## src/rtl/img_rom_pkg.sv

```systemverilog
// Shared constants for the image-ROM arbiter slice: default geometry and scene codes.
package img_rom_pkg;

    localparam int N_REQ_DEF   = 4;
    localparam int ADDR_W_DEF  = 17;
    localparam int DATA_W_DEF  = 12;
    localparam int ROM_LAT_DEF = 2;

    typedef enum logic [3:0] {
        START  = 4'b0001,
        CHOOSE = 4'b0010,
        FIGHT  = 4'b0011,
        WIN    = 4'b0100
    } scene_e;

endpackage

```

## src/rtl/img_rom_arbiter_if.sv

```systemverilog
// Requester/ROM bus of the image-ROM arbiter; master = requesters + ROM, slave = arbiter.
interface img_rom_arbiter_if
    import img_rom_pkg::*;
#(
    parameter int N_REQ  = N_REQ_DEF,
    parameter int ADDR_W = ADDR_W_DEF,
    parameter int DATA_W = DATA_W_DEF
);
    logic                    flush;
    logic [N_REQ-1:0]        req;
    logic [N_REQ*ADDR_W-1:0] req_addr;
    logic [N_REQ-1:0]        gnt;
    logic [ADDR_W-1:0]       rom_addr;
    logic [DATA_W-1:0]       rom_data;
    logic [N_REQ-1:0]        rsp_valid;
    logic [DATA_W-1:0]       rsp_data;

    modport master (
        output flush, req, req_addr, rom_data,
        input  gnt, rom_addr, rsp_valid, rsp_data
    );

    modport slave (
        input  flush, req, req_addr, rom_data,
        output gnt, rom_addr, rsp_valid, rsp_data
    );
endinterface

```

## src/rtl/img_rom_arbiter_rr_pick.sv

```systemverilog
// Rotating-mask priority encoder: first set req bit at or above ptr, else wrap to lowest.
module rr_pick #(
    parameter int N_REQ = 4,
    parameter int PTR_W = 2
) (
    input  logic [N_REQ-1:0] req,
    input  logic [PTR_W-1:0] ptr,
    output logic [N_REQ-1:0] gnt
);
    logic [N_REQ-1:0] mask;
    logic [N_REQ-1:0] masked;
    logic [N_REQ-1:0] src;

    for (genvar gi = 0; gi < N_REQ; gi++) begin : g_mask
        assign mask[gi] = (PTR_W'(gi) >= ptr);
    end

    assign masked = req & mask;
    assign src    = (|masked) ? masked : req;
    // Isolate the lowest set bit of the chosen vector.
    assign gnt    = src & (~src + N_REQ'(1));
endmodule

```

## src/rtl/img_rom_arbiter.sv

```systemverilog
// Round-robin arbiter for the shared image ROM with an in-flight tag pipe.
// Define ROM_ARB_PRIO_EN to give requester 0 (VGA pixel path) absolute priority.
module img_rom_arbiter
    import img_rom_pkg::*;
#(
    parameter int N_REQ   = N_REQ_DEF,
    parameter int ADDR_W  = ADDR_W_DEF,
    parameter int DATA_W  = DATA_W_DEF,
    parameter int ROM_LAT = ROM_LAT_DEF
) (
    input  logic clk,
    input  logic rst,
    img_rom_arbiter_if.slave bus
);
    localparam int PTR_W = (N_REQ > 1) ? $clog2(N_REQ) : 1;

    logic [PTR_W-1:0]              ptr_q, ptr_d;
    logic [ADDR_W-1:0]             rom_addr_q, rom_addr_d;
    logic [ROM_LAT:0][N_REQ-1:0]   tag_q;
    logic [N_REQ-1:0]              rr_req, rr_gnt, gnt;

`ifdef ROM_ARB_PRIO_EN
    localparam bit PRIO_EN = 1'b1;
    assign rr_req = {bus.req[N_REQ-1:1], 1'b0};
    assign gnt    = bus.flush  ? '0 :
                    bus.req[0] ? N_REQ'(1) : rr_gnt;
`else
    localparam bit PRIO_EN = 1'b0;
    assign rr_req = bus.req;
    assign gnt    = bus.flush ? '0 : rr_gnt;
`endif

    rr_pick #(
        .N_REQ (N_REQ),
        .PTR_W (PTR_W)
    ) u_pick (
        .req (rr_req),
        .ptr (ptr_q),
        .gnt (rr_gnt)
    );

    always_comb begin
        ptr_d      = ptr_q;
        rom_addr_d = rom_addr_q;
        for (int k = 0; k < N_REQ; k++) begin
            if (gnt[k]) begin
                rom_addr_d = bus.req_addr[k*ADDR_W +: ADDR_W];
                // The priority requester is outside the rotation and leaves ptr alone.
                if (!(PRIO_EN && k == 0)) begin
                    if (k == N_REQ - 1) ptr_d = '0;
                    else                ptr_d = PTR_W'(k + 1);
                end
            end
        end
    end

    always_ff @(posedge clk or posedge rst) begin
        if (rst) begin
            ptr_q      <= '0;
            rom_addr_q <= '0;
        end else if (!bus.flush) begin
            ptr_q      <= ptr_d;
            rom_addr_q <= rom_addr_d;
        end
    end

    // Stage 0 holds the grant made last cycle; stage ROM_LAT lines up with rom_data.
    always_ff @(posedge clk or posedge rst) begin
        if (rst) begin
            tag_q <= '0;
        end else if (bus.flush) begin
            tag_q <= '0;
        end else begin
            tag_q[0] <= gnt;
            for (int s = 1; s <= ROM_LAT; s++) begin
                tag_q[s] <= tag_q[s-1];
            end
        end
    end

    assign bus.gnt       = gnt;
    assign bus.rom_addr  = rom_addr_q;
    assign bus.rsp_valid = tag_q[ROM_LAT];
    assign bus.rsp_data  = bus.rom_data;
endmodule

```

## src/flat_wrapper.sv

```systemverilog
// flat-port wrapper written by rule: the top's interface ports become plain ports
module img_rom_arbiter_flat import img_rom_pkg::*;
#(
    parameter int N_REQ   = N_REQ_DEF,
    parameter int ADDR_W  = ADDR_W_DEF,
    parameter int DATA_W  = DATA_W_DEF,
    parameter int ROM_LAT = ROM_LAT_DEF
)
  (clk, rst, bus_flush, bus_req, bus_req_addr, bus_rom_data, bus_gnt, bus_rom_addr, bus_rsp_valid, bus_rsp_data);
  img_rom_arbiter_if #(.N_REQ(N_REQ), .ADDR_W(ADDR_W), .DATA_W(DATA_W)) bus_i ();
  input  logic clk;
  input  logic rst;
  input wire logic [$bits(bus_i.flush)-1:0] bus_flush;
  input wire logic [$bits(bus_i.req)-1:0] bus_req;
  input wire logic [$bits(bus_i.req_addr)-1:0] bus_req_addr;
  input wire logic [$bits(bus_i.rom_data)-1:0] bus_rom_data;
  output wire logic [$bits(bus_i.gnt)-1:0] bus_gnt;
  output wire logic [$bits(bus_i.rom_addr)-1:0] bus_rom_addr;
  output wire logic [$bits(bus_i.rsp_valid)-1:0] bus_rsp_valid;
  output wire logic [$bits(bus_i.rsp_data)-1:0] bus_rsp_data;
  assign bus_i.flush = bus_flush;
  assign bus_i.req = bus_req;
  assign bus_i.req_addr = bus_req_addr;
  assign bus_i.rom_data = bus_rom_data;
  assign bus_gnt = bus_i.gnt;
  assign bus_rom_addr = bus_i.rom_addr;
  assign bus_rsp_valid = bus_i.rsp_valid;
  assign bus_rsp_data = bus_i.rsp_data;
  img_rom_arbiter #(.N_REQ(N_REQ), .ADDR_W(ADDR_W), .DATA_W(DATA_W), .ROM_LAT(ROM_LAT)) u_core (.clk(clk), .rst(rst), .bus(bus_i));
endmodule
```

## config.mk

```make
export PLATFORM = sky130hd
export DESIGN_NAME = img_rom_arbiter_flat
export DESIGN_NICKNAME = d
export VERILOG_FILES = /design/src/rtl/img_rom_pkg.sv /design/src/rtl/img_rom_arbiter_if.sv /design/src/rtl/img_rom_arbiter_rr_pick.sv /design/src/rtl/img_rom_arbiter.sv /design/src/flat_wrapper.sv
export SDC_FILE = /design/constraint.sdc
export NUM_CORES = 1
export LEC_CHECK = 0
export ABC_AREA = 1
export CAP_MARGIN = 10
export CORE_MARGIN = 2
export CORE_UTILIZATION = 45
export CTS_BUF_LIST = sky130_fd_sc_hd__clkbuf_2 sky130_fd_sc_hd__clkbuf_4 sky130_fd_sc_hd__clkbuf_8
export DETAILED_ROUTE_END_ITERATION = 10
export DONT_BUFFER_PORTS = 1
export GPL_TIMING_DRIVEN = 1
export MAX_ROUTING_LAYER = met4
export PLACE_DENSITY_LB_ADDON = 0.15
export SLEW_MARGIN = 20
export SYNTH_ARGS = -nofsm -noshare
export SYNTH_HDL_FRONTEND = slang
export SYNTH_HIERARCHICAL = 1
export SYNTH_SLANG_ARGS = --single-unit
```

## constraint.sdc

```tcl
create_clock -name clk -period 4.1 [get_ports clk]
set_input_delay 0.82 -clock clk [delete_from_list [all_inputs] [get_ports clk]]
set_output_delay 0.82 -clock clk [all_outputs]
set_load 0.005 [all_outputs]
```

==> results of run 1 <==
-- layout make-up --
class,count,area (sq um),area share [%]
well taps,52,65.06,3.250
multi-input cells,205,918.4,45.88
clock buffers,7,83.83,4.188
repair buffers,2,15.01,0.7500
clock inverters,1,5.005,0.2500
inverters,37,138.9,6.937
flip-flops and latches,31,775.7,38.75
-- state kept, by name (all words and copies together), names as in the netlist --
register / count
u_core/bus.rom_addr: 17
u_core/bus.rsp_valid: 4
u_core/ptr_q: 2
u_core/tag_q: 8
-- logic make-up after synthesis --
group / after synthesis
AO/OA/AOI/OAI: 23
buffers and inverters: 68
flip-flops: 31
AND/OR/NAND/NOR: 182
-- Yosys cell counts --
cell      instances  area, sq um
nand2_1          77        289.0
nand3_1          69        345.3
dfrtp_1          31        775.7
nor2_1           29        108.9
inv_1            28        105.1
buf_4            23        172.7
a21oi_1          17        85.08
inv_2             9        33.78
buf_2             4        20.02
nand2_2           4        25.02
o21ai_1           3        15.01
buf_6             2        22.52
o21ai_2           2        17.52
a31oi_1           1        6.260
and2_1            1        6.260
buf_1             1        3.750
clkbuf_1          1        3.750
nor2_4            1        11.26
or2_2             1        6.260
-- stage by stage --
stage / worst slack [ns] / hold slack, ns
6_report: 1.029 / 0.4574
5_1_grt: 0.8195 / 0.4782
3_5_place_dp: 0.9295 / 0.4472
4_1_cts: 1.001 / 0.4612
2_1_floorplan: 1.427 / 0.4340
3_3_place_gp: 0.9451 / 0.4390
-- where the power goes --
| group | switching [W] | internal (W) | leakage [nW] |
|---|---|---|---|
| Clock | 0.000107 | 0.000132 | 0.0491 |
| Combinational | 0.000290 | 0.000146 | 0.646 |
| Sequential | 0.0000782 | 0.000407 | 0.400 |
-- routing by layer --
metal / vias to the layer above / GRT usage, % / wire [um]
met5: - / - / 0
met4: 0 / 7.128 / 22
met3: 2 / 5.907 / 415
met2: 69 / 38.17 / 2692
met1: 800 / 27.16 / 2287
li1: 902 / - / -
-- how the worst max path moves through the flow --
stage | slack (ns) | from | end | cells past startpoint
5_1_grt | 0.82 | bus_req[1] | bus_gnt[2] | 8
6_report | 1.03 | bus_req[1] | bus_gnt[2] | 8
3_3_place_gp | 0.95 | bus_req[2] | u_core/bus.rom_addr[1] | 11
2_1_floorplan | 1.43 | bus_req[1] | bus_gnt[2] | 9
3_5_place_dp | 0.93 | bus_req[2] | u_core/bus.rom_addr[4] | 11
4_1_cts | 1.00 | bus_req[1] | bus_gnt[2] | 8
-- worst reg2reg max path, delay by kind of cell (launching register included) --
family	cells	cell delay (ns)
compound gates	1	0.65
buf+inv	1	0.20
simple gates	8	1.56
flops	1	0.40
==> results by group, run 1 <==
Status
  • Outcome: completed

Clocking
  • H-tree lvl count: 2
  • CTS Hold Buffers Added: 0
  • CTS buffer count: 5
  • Clk Latency, worst-skew pair: around 0.28 ns
  • Clock Sinks: 31
  • Clk slew on worst S/H paths: 0.06 ns
  • Cts repair resizes: 0
  • CTS tree: built
  • Clk root buf: clkbuf_8
  • Deepest clock path buffer count: 2
  • Post-CTS Setup Inserts: 0

Synthesis
  • Post-Synth Simple-Gate Area: about 39%
  • Compound-Gate Fraction of Synth Area: under 10%
  • Post-synth cell types: 19
  • Largest family of logic cells by synthesized area: simple AND/OR/NAND/NOR gates
  • Syn. warnings: 6
  • Post-synthesis mux area share: 0%
  • Syn Inst Count: 304
  • Synth Net Count: 391
  • Register area share after synthesis: 37.78%
  • Syn Area/Cell: 6.754 sq um
  • Mapped Area: 2053 sq um
  • Post-Synth XOR/XNOR Area: 0%
  • Register bit total from synthesis: 31
  • Adder-cell share of the synthesized area: 0%

Drt
  • Wirelength per Cell: 16.17 um
  • DRC viols: 0
  • Pre-antenna DRT Iters: 5
  • Antenna Nets Post-Route: 0
  • Routed WL: 5417 um
  • Vias/cell: around 5.3
  • Initial DRC Count: around 150
  • Routed via count: 1773

Cells and area
  • Final std cells w/o fill: 335
  • Ratio of cells with drive above 1 in the final layout: 9.894%
  • Most frequent cells in the layout: 77 x nand2_1, 69 x nand3_1, 31 x dfrtp_1
  • Most common cell after layout, fill and taps aside: nand2_1
  • Fill cell count: about 470
  • Area Growth Syn to Fin: -2.498%
  • Final instance area: 2002 sq um
  • Final Util: around 46%
  • Fin nets: 369
  • Ant. Diodes: 0

Pwr
  • Worst VDD drop: between 0.15 and 0.2 mV
  • PwrDens: 580.2 nW/um^2
  • P_leak: approximately 1.1 nW
  • Power Total: roughly 0.0012 W

Floorplan
  • Die width: approximately 72 um
  • Cell row count: 24
  • Die ar.: about 5100 sq um
  • Top-level I/O count: 124
  • Core footprint: 4384 sq um
  • Die Height: 71.55 um
  • Starting Density: 46.83%

STA
  • Final setup vio count: 0
  • Tmin final: 3.071 ns
  • Setup Skew: 0.004138 ns
  • Worst slew pin tran: 0.8297 ns
  • Max Fclk: between 300 and 400 MHz
  • RSZ-0062 raised after global routing: false
  • TNS Setup: 0 ns
  • Hold Vio Cnt, Final: 0
  • Final period utilization: 74.90%
  • Slew Viols, Final: 0
  • Worst slew margin: 44.68%

Worst setup path
  • Crit path DAT: 2.25 ns
  • Req. time, crit path: 3.28 ns
  • Crit path max-delay cell type: nor2_2
  • R2r endpoint: u_core/bus.rom_addr[4]
  • Crit end category: primary output
  • Reg-to-reg setup timing slack: between 1 and 1.5 ns
  • Top delay family on crit path: simple AND/OR/NAND/NOR gates
  • Crit path kind: input pin to primary output
  • Worst r2r src: u_core/ptr_q[0]
  • Critical Path Most Common Cell: nand2_2
  • Reg2Reg Depth: 10
  • CP peak stage delay: 0.34 ns
  • Worst-path cell chain: nand2_2 -> inv_1 -> a31oi_1 -> nand2_1 -> nor2_2 -> buf_4 -> nand2_2 -> inv_2
  • Crit Path Max Fanout: 18
  • CP Launch Type: input pin
  • CP bufs+invs: 3

Global route
  • Largest net degree at the start of global routing: 32
  • Initial antenna violation count: 0
  • Vias in the first global route: approximately 1800
  • Aggregate global routing overflow: 0
  • First-pass GRT wire length: 8845 um
  • GRT Overall Usage: 22.89%

Min path
  • Hold Startpoint: u_core/tag_q[2]
  • Hold Path Class: register to register
  • Min-Delay Path Depth: 2
  • Hold endpoint: u_core/tag_q[6]

Place
  • Buffers added on ports: 0
  • Routability cong.: just under 0.8
  • Dpl cells: 327
  • Area of placed instances: roughly 1900 sq um
  • HPWL after DPL: 3739 um

Job
  • Maxcap violations: 0
Note: power is estimated with default switching activity, not from simulation.
==> run 2, diff against run 1 <==
clock period = 2.73 ns   (was 4.1 ns; I/O delays follow)
==> run 2 against run 1 <==
Compared with the run above: clock power is 96% higher; sequential share of layout area is 1.2 points lower; clock skew grew 0.00085 ns; global-route usage is 0.059 points higher; design area grew 3.3%; die area stayed put; worst hold slack worse by 0.23 ns; utilization is 1.5 points higher; register-to-register slack worse by 0.62 ns; power rose by 62%; critical path type is now register to primary output; critical endpoint is now bus_gnt[1].
==> results by group, run 2 (same netlist as run 1, synthesis figures left out) <==
Status
  • Outcome: completed

STA
  • Slew Viols, Final: 0 (unchanged)
  • RSZ-0062 raised after global routing: false
  • Hold Vio Cnt, Final: 0 (unchanged)
  • Final setup vio count: 0 (unchanged)
  • Setup Skew: 0.004983 ns (+0.0008451 ns)
  • Worst slew margin: 49.72% (+5.0 points)
  • TNS Setup: 0 ns (unchanged)
  • Tmin final: 2.386 ns
  • Worst slew pin tran: 0.7543 ns (-0.07543 ns)
  • Max Fclk: 419.1 MHz
  • Final period utilization: 87.41%

Cells and area
  • Final instance area: 2068 sq um (+3.3%)
  • Ant. Diodes: 0 (unchanged)
  • Most frequent cells in the layout: 77 x nand2_1, 69 x nand3_1, 31 x dfrtp_1
  • Fill cell count: 483 (+3.6%)
  • Area Growth Syn to Fin: 0.7311%
  • Most common cell after layout, fill and taps aside: nand2_1
  • Max FFs per register: 17 (unchanged)
  • Ratio of cells with drive above 1 in the final layout: 11.46% (+1.6 points)
  • Fin nets: 374 (+1.4%)

Drt
  • Vias/cell: 5.362 (+1.3%)
  • DRC viols: 0 (unchanged)
  • Wirelength per Cell: 16.29 um (+0.71%)
  • Routed WL: 5537 um (+2.2%)
  • Antenna Nets Post-Route: 0 (unchanged)
  • Pre-antenna DRT Iters: 4 (-1)
  • Routed via count: 1823 (+2.8%)
  • Initial DRC Count: 124 (-16%)

Place
  • Area of placed instances: 1951 sq um (+2.0%)
  • Buffers added on ports: 0 (unchanged)
  • HPWL after DPL: 3796 um (+1.5%)
  • Routability cong.: 0.8188 (+4.9%)

Pwr
  • PwrDens: 910.8 nW/um^2 (+57%)
  • Worst VDD drop: 0.2960 mV (+76%)
  • P_leak: 1.130 nW (+3.2%)

Floorplan
  • Die Height: 71.55 um (unchanged)
  • Die width: 71.55 um (unchanged)
  • Die ar.: 5119 sq um (unchanged)
  • Starting Density: 46.83% (unchanged)
  • Top-level I/O count: 124 (unchanged)
  • Core footprint: 4384 sq um (unchanged)
  • Cell row count: 24 (unchanged)

Worst setup path
  • Worst-path cell chain: nand2_1 -> nand2_1 -> nand3_1 -> nand2_1 -> nand2_1 -> inv_1 -> nor2_1 -> inv_2 -> nor2_4
  • Crit Path Max Fanout: 19 (+1)
  • CP Launch Type: register
  • Top delay family on crit path: simple AND/OR/NAND/NOR gates
  • Critical Path Stages: 9 (+1)
  • Crit path max-delay cell type: dfrtp_1
  • Crit path kind: register to primary output
  • Req. time, crit path: 2.18 ns (-1.10 ns)
  • Critical Path Most Common Cell: nand2_1
  • Reg2Reg Depth: 9 (-1)
  • Crit path DAT: 1.84 ns (-0.41 ns)
  • CP bufs+invs: 2 (-1)
  • CP peak stage delay: 0.42 ns (+0.08 ns)
  • Crit end category: primary output

Clocking
  • Clk root buf: clkbuf_8
  • CTS tree: built
  • CTS buffer count: 5 (unchanged)
  • Clk slew on worst S/H paths: 0.07 ns (about the same)
  • H-tree lvl count: 2 (unchanged)
  • Cts repair resizes: 0 (unchanged)
  • CTS Hold Buffers Added: 0 (unchanged)
  • Clock Sinks: 31 (unchanged)
  • Clk Latency, worst-skew pair: 0.28 ns (about the same)
  • Deepest clock path buffer count: 2 (unchanged)
  • Post-CTS Setup Inserts: 0 (unchanged)

Global route
  • Largest net degree at the start of global routing: 32 (unchanged)
  • Vias in the first global route: 1810 (+1.0%)
  • First-pass GRT wire length: 8783 um (-0.70%)
  • GRT Overall Usage: 22.95% (+0.059 points)
  • Initial antenna violation count: 0 (unchanged)
  • Aggregate global routing overflow: 0 (unchanged)

Min path
  • Hold Path Class: input pin to asynchronous set/reset pin

Job
  • Maxcap violations: 0 (unchanged)
-- run 2: changes by cell type in the layout (fill, tap and decap cells not counted) --
cell and delta:
buf_4 +5, bufinv_16 +1, clkbuf_4 -2, clkbuf_8 +1
-- run 2: routing by layer --
layer	wire, um	up-vias	global-route usage [%]
li1	-	911	-
met1	2348	820	27.74
met2	2698	82	37.24
met3	411	10	5.345
met4	78	0	8.805
met5	0	-	-
-- run 2: layout make-up --
class                           count  area (sq um)  share of cell area, %
Clock buffer                        6         82.58                  3.993
Clock inverter                      2         35.03                  1.694
Inverter                           37         138.9                  6.715
Multi-Input combinational cell    205         918.4                  44.40
Sequential cell                    31         775.7                  37.51
Tap cell                           52         65.06                  3.146
Timing Repair Buffer                7         52.55                  2.541
-- run 2: worst paths after layout --
check	startpoint	endpoint	slack (ns)
setup / recovery	u_core/ptr_q[1]	bus_gnt[1]	0.34
hold / removal	rst	u_core/bus.rom_addr[6]	0.23
setup reg to reg	u_core/ptr_q[0]	u_core/bus.rom_addr[5]	0.60
hold reg to reg	u_core/tag_q[2]	u_core/tag_q[6]	0.46
max in group asynchronous	rst	u_core/bus.rom_addr[4]	2.20
min in group clk	bus_flush	u_core/tag_q[7]	0.32
-- run 2: worst reg2reg max path, stage by stage, from the launching register on --
cell and delay (ns):
dfrtp_1 0.41, or2_2 0.30, nand2_1 0.07, nand2_1 0.06, nand2_1 0.09, nor2_1 0.10
o21ai_2 0.16, and2_1 0.63, nand2_1 0.13, nand2_1 0.11
-- run 2: power by group --
group          leakage (nW)  internal, W  switching (W)
clock network        0.0612     0.000295       0.000174
registers             0.400     0.000612       0.000121
logic                 0.669     0.000236       0.000445
-- run 2: through the flow --
step	total power, W	hold slack (ns)	std cells	setup slack (ns)	util (%)
after floorplan	0.001289	0.4340	304	0.6048	-
after global placement	0.001407	0.4382	332	0.6250	44.49
after detailed placement	0.001420	0.4467	332	0.6019	44.49
after CTS	0.001895	0.2452	340	0.3539	47.17
after global routing	0.002038	0.2683	340	0.1444	47.17
final	0.001884	0.2319	340	0.3438	47.17
